[config.mk]
export PLATFORM = sky130hd
export DESIGN_NAME = multicycle_controller
export DESIGN_NICKNAME = d
export VERILOG_FILES = /design/src/rtl/multicycle_controller.sv
export SDC_FILE = /design/constraint.sdc
export NUM_CORES = 1
export LEC_CHECK = 0
export CAP_MARGIN = 10
export CORE_ASPECT_RATIO = 1.75
export CORE_UTILIZATION = 42
export DETAILED_ROUTE_END_ITERATION = 16
export PLACE_DENSITY = 0.86
export SYNTH_ARGS = -nofsm -noshare
export SYNTH_HDL_FRONTEND = slang
export SYNTH_SLANG_ARGS = --single-unit
[constraint.sdc]
create_clock -name clk -period 2.1 [get_ports clk]
set_input_delay 0.525 -clock clk [delete_from_list [all_inputs] [get_ports clk]]
set_output_delay 0.525 -clock clk [all_outputs]
set_load 0.01 [all_outputs]
[src/rtl/multicycle_controller.sv]
// Control FSM sequencing a shared single-ALU, single-memory RV32I datapath (lw, sw, R, I-ALU, beq, jal).
// Latency: lw 5, sw/R/I/jal 4, beq 3 cycles with memory always ready; each memory wait cycle adds one.
// Backpressure: FETCH, MEMREAD and MEMWRITE hold their outputs until mem_ready; other states ignore it.
//
// Ports:
//   clk, rst_n            clock (rising edge), asynchronous active-low reset
//   op, zero, mem_ready   opcode from IR, ALU zero flag, memory completion strobe
//   mem_req, adr_src, mem_write, ir_write, pc_write, reg_write   datapath enables
//   result_src, alu_src_a, alu_src_b, alu_op, imm_src            datapath mux/ALU selects
//   illegal_op            one-cycle flag for an unsupported opcode seen in DECODE
//   instret               retired-instruction counter, wraps modulo 2^CNT_W
module multicycle_controller #(
  parameter int CNT_W = 32
) (
  input  logic             clk,
  input  logic             rst_n,
  input  logic [6:0]       op,
  input  logic             zero,
  input  logic             mem_ready,
  output logic             mem_req,
  output logic             adr_src,
  output logic             mem_write,
  output logic             ir_write,
  output logic             pc_write,
  output logic             reg_write,
  output logic [1:0]       result_src,
  output logic [1:0]       alu_src_a,
  output logic [1:0]       alu_src_b,
  output logic [1:0]       alu_op,
  output logic [1:0]       imm_src,
  output logic             illegal_op,
  output logic [CNT_W-1:0] instret
);

  localparam logic [6:0] OP_LW  = 7'b0000011;
  localparam logic [6:0] OP_SW  = 7'b0100011;
  localparam logic [6:0] OP_R   = 7'b0110011;
  localparam logic [6:0] OP_I   = 7'b0010011;
  localparam logic [6:0] OP_BEQ = 7'b1100011;
  localparam logic [6:0] OP_JAL = 7'b1101111;

  typedef enum logic [3:0] {
    S_IDLE     = 4'd0,
    S_FETCH    = 4'd1,
    S_DECODE   = 4'd2,
    S_MEMADR   = 4'd3,
    S_MEMREAD  = 4'd4,
    S_MEMWB    = 4'd5,
    S_MEMWRITE = 4'd6,
    S_EXECR    = 4'd7,
    S_EXECI    = 4'd8,
    S_ALUWB    = 4'd9,
    S_BEQ      = 4'd10,
    S_JAL      = 4'd11
  } state_t;

  state_t           state_q, state_d;
  logic [CNT_W-1:0] instret_q, instret_d;
  logic             retire;

  always_ff @(posedge clk or negedge rst_n) begin
    if (!rst_n) begin
      state_q   <= S_IDLE;
      instret_q <= '0;
    end else begin
      state_q   <= state_d;
      instret_q <= instret_d;
    end
  end

  // Immediate format follows the opcode in every state so the extender is
  // already settled when DECODE computes the branch target.
  always_comb begin
    imm_src = 2'b00;
    case (op)
      OP_SW:   imm_src = 2'b01;
      OP_BEQ:  imm_src = 2'b10;
      OP_JAL:  imm_src = 2'b11;
      default: imm_src = 2'b00;
    endcase
  end

  // Next state and Moore outputs. mem_ready only gates FETCH enables and
  // memory-state exits; zero only drives pc_write in BEQ.
  always_comb begin
    state_d    = state_q;
    retire     = 1'b0;
    mem_req    = 1'b0;
    adr_src    = 1'b0;
    mem_write  = 1'b0;
    ir_write   = 1'b0;
    pc_write   = 1'b0;
    reg_write  = 1'b0;
    result_src = 2'b00;
    alu_src_a  = 2'b00;
    alu_src_b  = 2'b00;
    alu_op     = 2'b00;
    illegal_op = 1'b0;
    case (state_q)
      S_IDLE: state_d = S_FETCH;
      S_FETCH: begin
        mem_req    = 1'b1;
        alu_src_b  = 2'b10;
        result_src = 2'b10;
        ir_write   = mem_ready;
        pc_write   = mem_ready;
        if (mem_ready) state_d = S_DECODE;
      end
      S_DECODE: begin
        alu_src_a = 2'b01;
        alu_src_b = 2'b01;
        case (op)
          OP_LW, OP_SW: state_d = S_MEMADR;
          OP_R:         state_d = S_EXECR;
          OP_I:         state_d = S_EXECI;
          OP_BEQ:       state_d = S_BEQ;
          OP_JAL:       state_d = S_JAL;
          default: begin
            // Unsupported opcode: flag it and drop the instruction unretired.
            illegal_op = 1'b1;
            state_d    = S_FETCH;
          end
        endcase
      end
      S_MEMADR: begin
        alu_src_a = 2'b10;
        alu_src_b = 2'b01;
        state_d   = (op == OP_LW) ? S_MEMREAD : S_MEMWRITE;
      end
      S_MEMREAD: begin
        mem_req = 1'b1;
        adr_src = 1'b1;
        if (mem_ready) state_d = S_MEMWB;
      end
      S_MEMWB: begin
        result_src = 2'b01;
        reg_write  = 1'b1;
        retire     = 1'b1;
        state_d    = S_FETCH;
      end
      S_MEMWRITE: begin
        mem_req   = 1'b1;
        adr_src   = 1'b1;
        mem_write = 1'b1;
        if (mem_ready) begin
          retire  = 1'b1;
          state_d = S_FETCH;
        end
      end
      S_EXECR: begin
        alu_src_a = 2'b10;
        alu_op    = 2'b10;
        state_d   = S_ALUWB;
      end
      S_EXECI: begin
        alu_src_a = 2'b10;
        alu_src_b = 2'b01;
        alu_op    = 2'b10;
        state_d   = S_ALUWB;
      end
      S_ALUWB: begin
        reg_write = 1'b1;
        retire    = 1'b1;
        state_d   = S_FETCH;
      end
      S_BEQ: begin
        alu_src_a = 2'b10;
        alu_op    = 2'b01;
        pc_write  = zero;
        retire    = 1'b1;
        state_d   = S_FETCH;
      end
      S_JAL: begin
        // PC takes the target held in ALUOut; rd = OldPC+4 is written in
        // ALUWB, which is also where jal retires.
        alu_src_a = 2'b01;
        alu_src_b = 2'b10;
        pc_write  = 1'b1;
        state_d   = S_ALUWB;
      end
      default: state_d = S_IDLE;
    endcase
  end

  assign instret_d = instret_q + {{(CNT_W-1){1'b0}}, retire};
  assign instret   = instret_q;

endmodule
-- After elaboration in Yosys (flattened, before gate mapping)
Index checks and enable logic that the tools add are counted.
- output and inout bits: 49
- input port bits: 11
- logic and storage cells: 59
- bits in registers: 36
- add/sub/neg operators: 1
- equality and inequality tests: 20
- muxes and demuxes: 21
- reduce and logical (&&, ||, !) cells: 15
- operators by type and width (kind ; count):
    adder 32 x 1 -> 32 bit ; 1
    case mux 4 bit (7 select lines) ; 1
    case mux 4 bit (5 select lines) ; 1
    == test 4 x 3 -> 1 bit (second input constant) ; 4
    == test 4 bit (second input constant) ; 4
    case mux 2 bit (2 select lines) ; 4
    == test 7 x 6 -> 1 bit (second input constant) ; 2
    == test 7 bit (second input constant) ; 2
    two-way mux 4 bit ; 3
    OR reduction 2 bit ; 6
    OR reduction 3 bit ; 4
    == test 4 x 2 -> 1 bit (second input constant) ; 2
    two-way mux 1 bit ; 8
    OR reduction 4 bit ; 2
    == test 7 x 2 -> 1 bit (second input constant) ; 1
    == test 7 x 5 -> 1 bit (second input constant) ; 1
    inequality test 2 bit (second input constant) ; 3
    case mux 2 bit (3 select lines) ; 1
    OR reduction 6 bit ; 1
    == test 4 x 1 -> 1 bit (second input constant) ; 1
    logical NOT 4 bit ; 1
    case mux 1 bit (3 select lines) ; 1
    AND reduction 3 bit ; 1
    two-way mux 2 bit ; 1
    case mux 1 bit (2 select lines) ; 1

-- Depth between registers and ports, before layout
- word-level depth: 4
- depth in mapped cells: 10
- depth with buffers taken out: 9

-- Least setup slack after synthesis
OpenSTA, ideal clock, no wires.
- path kind: flip-flop to flip-flop
- from: register state_q[3]
- to: register instret_q[22], in the netlist instret[22]
- data required time: 1.973 ns
- library setup time: 0.127 ns
- path slack: -0.221 ns
- stages on the path, launching flop included: 10
- path buffers: 0
- data arrival time: 2.195 ns
- period minus slack after synthesis: 2.321 ns
- path through: dfrtp_1 > nand2b_1 > a21oi_1 > or2_2 > ha_1 > ha_1 > nand3_1 > nor3_4 > nand4_1 > xnor2_1
- cells in the longest elaborated chain, start to end: 4
- elaborated cells between the ends (all ways): 7
- classes of those cells: add/sub (1); eq/ne (4); mux (1); reduce/logical (1)
- RTL lines (item ; RTL line ; text):
    from (decl) ; 57 ; state_t state_q, state_d;
    from (signal assigned) ; 66 ; state_q <= state_d;
    == test 4 bit or == test 4 x 3 -> 1 bit (tied branches) ; 99 ; case (state_q)
    OR reduction 3 bit (no line) ; n/a ;
    case mux 1 bit (2 select lines) * ; 99 ;
    adder 32 x 1 -> 32 bit * ; 185 ; assign instret_d = instret_q + {{(CNT_W-1){1'b0}}, retire};
    net instret_d[22] ; 58 ; logic [CNT_W-1:0] instret_q, instret_d;
    to (signal assigned) ; 67 ; instret_q <= instret_d;
    to (decl) ; 58 ;
The timed path passes the listed nets; every way through them passes the cells marked *.
A chain may end at the register's enable or synchronous reset.

-- Final worst setup path
- from: register state_q[2]
- to: register instret_q[19], in the netlist instret[19]
The elaborated chain is that of the path after synthesis.

==> flow_metrics.tcl <==
set metrics [dict create \
    finalSetupViolations 6 \
    skew_ns 0.00989 \
    syn_inst 204 \
    die_y_um 93.1 \
    status "complete, but fails checks" \
    gp_congestion 0.789 \
    via_per_inst 5.44 \
    core_area_um2 4480 \
    grt.met3_usage 0.0423 \
    violations "negative setup slack" \
    grt_pass1_vias 2053 \
    syn-cell-area_um2 1990 \
    synthSimpleGateAreaFrac 0.282 \
    synth_xor_area_frac 0.145 \
    syn_nets 217 \
    regArea_um2 903 \
    startpoint_type "flop" \
    antenna_found_initial 0 \
    worstPathMaxFanout 10 \
    multiInputGateArea_um2 1190 \
    globalRouteOverflowTotal 0 \
    cts_tree "done" \
    drc 0 \
    dpl.cell_count 342 \
    relSlewSlack 0.697 \
    numPortBuffers 59 \
    first_iter_violations 47 \
    cts-root-buf "clkbuf_8" \
    synth.area.mux_share 0.0100 \
    clk_pin_slew_ns 0.07 \
    grt_pass1_wl_um 9000 \
    drt_pass1_iterations 4 \
    synth-main-ff-cell "dfrtp_1" \
    cts.sinks 36 \
    powerDensity_nw_per_um2 870 \
    fin_cells 368 \
    num_rows 32 \
    timing.final.crit_share 1.01 \
    die_x_um 54.1 \
    yosysUniqueCellTypes 40 \
    synth_warnings 0 \
    synth.top_cells.by_area "dfrtp_1 (45%), xnor2_1 (11%), xor2_1 (4.0%), nand3_1 (3.5%), nand4_1 (3.5%)" \
    criticalPathCategory "flop to flop" \
    synth_top_family_by_area "simple AND/OR/NAND/NOR gates" \
    ant_nets 0 \
    syn_area_per_cell_um2 9.77 \
    worst_slack_ns -0.0214 \
    hold_violations 0 \
    p_leak_nw 1.52 \
    ff2ff_setup_slack_ns -0.02 \
    synth_fa_ha_area_frac 0.0126 \
    io_pins 60 \
    period_needed_ns 2.12 \
    rsz0062_at_grt "yes" \
    arrival_ns 2.28 \
    drt-total-wl_um 5680 \
    dpl.hpwl_um 3820 \
    grt_max_degree 37 \
    ys_async_sr_fraction 1.00 \
    fmax_mhz 471 \
    yosys.area.top_type "dfrtp_1" \
    grt_use_total 0.243 \
    worstMarginPinSlew_ns 0.450 \
    dieArea_um2 5040 \
    num-fill-cells 320 \
    dp_slack_ns -0.647 \
    critPathCaptureType "flop" \
    diodes 0 \
    ir_worst_vdd_mv 0.823 \
    grt_use_met1 0.242 \
    start_util 0.444 \
    numCtsBuffers 5 \
    ys_seq_area_frac 0.452 \
    power.total_mw 2.82 \
    cts_max_level 2 \
    wl_per_cell_um 15.4 \
    synth_compound_area_frac 0.0778 \
    synthToLayoutAreaGrowth_pct 62.8 \
    use_met2 0.463 \
    synth_edf_count 0 \
    drive_gt1_frac 0.312 \
    hp-class "flop to flop" \
    maxCapViolCount 0 \
    drv_slew 0 \
    synth_seq_cells 36 \
    fin_nets 330 \
    clk-insertion-delay-late_ns 0.28 \
    vias 2003 \
    ctsLongestPathBuffers 2 \
    required_ns 2.26 \
    netlist.area_leader.share 0.452 \
    grt.busiest_layer "met2" \
]
power by group:
part | internal [mW] | total, mW | leakage, nW | switching, mW
clock | 0.225 | 0.454 | 0.0410 | 0.229
sequential | 0.785 | 0.928 | 0.486 | 0.143
combinational | 0.806 | 1.44 | 0.994 | 0.634
total | 1.82 | 2.82 | 1.52 | 1.01
flip-flops by register name, summed over array words and instances (netlist names):
name / flops
state_q: 4
instret: 32
kinds of logic (layout without fill, tap and decap cells):
logic type | after synthesis | count (layout)
flip-flops | 36 | 36
adder cells (fa/ha/maj) | 2 | 2
AND/OR/NAND/NOR | 97 | 97
XOR/XNOR | 33 | 33
multiplexers | 2 | 2
AO/OA/AOI/OAI | 25 | 25
buffers and inverters | 9 | 122
Yosys cell counts, drive strengths merged, types with 3 or more instances:
library cell and instances:
a21oi 9, and3 4, buf 3, clkbuf 4, dfrtp 36, nand2 14
nand2b 7, nand3 15, nand3b 4, nand4 12, nor2 18, nor2b 3
nor3 7, nor4 5, o21ai 5, or2 3, xnor2 24, xor2 9
final cells by class:
cell class / instances / share of cell area
clock buffer: 6 / 0.0224
clock inverter: 1 / 0.00154
inverter: 2 / 0.00231
multi-input combinational: 159 / 0.368
sequential: 36 / 0.278
tap: 51 / 0.0197
timing repair buffer: 113 / 0.308
critical path, cell delays in order (launching register included):
cell and delay (ns):
dfrtp_1 0.39, buf_4 0.17, nand2b_4 0.07, a21oi_2 0.14, or2_4 0.15, ha_4 0.14
buf_4 0.11, nand4_1 0.19, nor3_4 0.22, buf_12 0.15, nand4_1 0.12, xnor2_1 0.15
metal layers:
| layer | wire length (um) | share of wire |
|---|---|---|
| met3 | 252 | 0.044 |
| met1 | 2060 | 0.36 |
| met5 | 0 | 0 |
| met2 | 3240 | 0.57 |
| met4 | 138 | 0.024 |
path summary, 6_finish.rpt:
path | startpoint | to | cells past startpoint
worst max-delay path | state_q[2]$_DFFE_PN0P_ | instret[19]$_DFF_PN0_ | 11
worst min-delay path | instret[31]$_DFF_PN0_ | instret[31]$_DFF_PN0_ | 1
worst max register to register | state_q[2]$_DFFE_PN0P_ | instret[19]$_DFF_PN0_ | 11
worst min register to register | instret[31]$_DFF_PN0_ | instret[31]$_DFF_PN0_ | 1
max in group asynchronous | rst_n | state_q[3]$_DFFE_PN0P_ | 2
min in group asynchronous | rst_n | instret[31]$_DFF_PN0_ | 2
per-stage QoR:
stage	setup TNS (ns)	instance area, um2	hold slack [ns]	utilization
6_report	-0.0844	3240	0.470	0.723
5_1_grt	-1.92	3240	0.491	0.723
4_1_cts	-0.0262	3190	0.476	0.712
3_5_place_dp	-11.97	2960	0.462	0.660
3_3_place_gp	-11.11	2960	0.462	0.660
2_1_floorplan	0	2060	0.229	-
repair_timing:
| action | in CTS | in global routing |
|---|---|---|
| setup buffers | 16 | 4 |
| gates resized for setup | 56 | 16 |
| endpoints found under the hold margin | 0 | 0 |
| cloned | 0 | 0 |
| hold buffers | 0 | 0 |
| pin swaps | 8 | 6 |
| endpoints found under the setup margin | 39 | 34 |
layout by cell type, fill, tap and decap left out, types with 2 or more instances in the layout:
cell,instances
dfrtp_2,2
nand2_1,13
buf_2,5
clkbuf_8,5
clkdlybuf4s15_1,4
clkdlybuf4s50_1,34
nor2_2,2
xnor2_1,23
buf_6,5
o211ai_1,2
o21ai_0,5
nor3_4,2
ha_4,2
inv_1,2
buf_4,47
nor3_2,2
nand2b_1,2
clkbuf_2,2
a21oi_2,2
nor2_1,16
buf_12,2
dlygate4sd2_1,11
or2_2,2
nand3b_1,4
and3_1,4
nor2b_1,2
nand4_1,11
nor3_1,3
mux2i_1,2
dlymetal6s2s_1,3
a21oi_1,7
xor2_1,9
nor4_1,3
nand3_1,13
dfrtp_1,34
nand2b_4,5
Note: power is estimated with default switching activity, not from simulation.
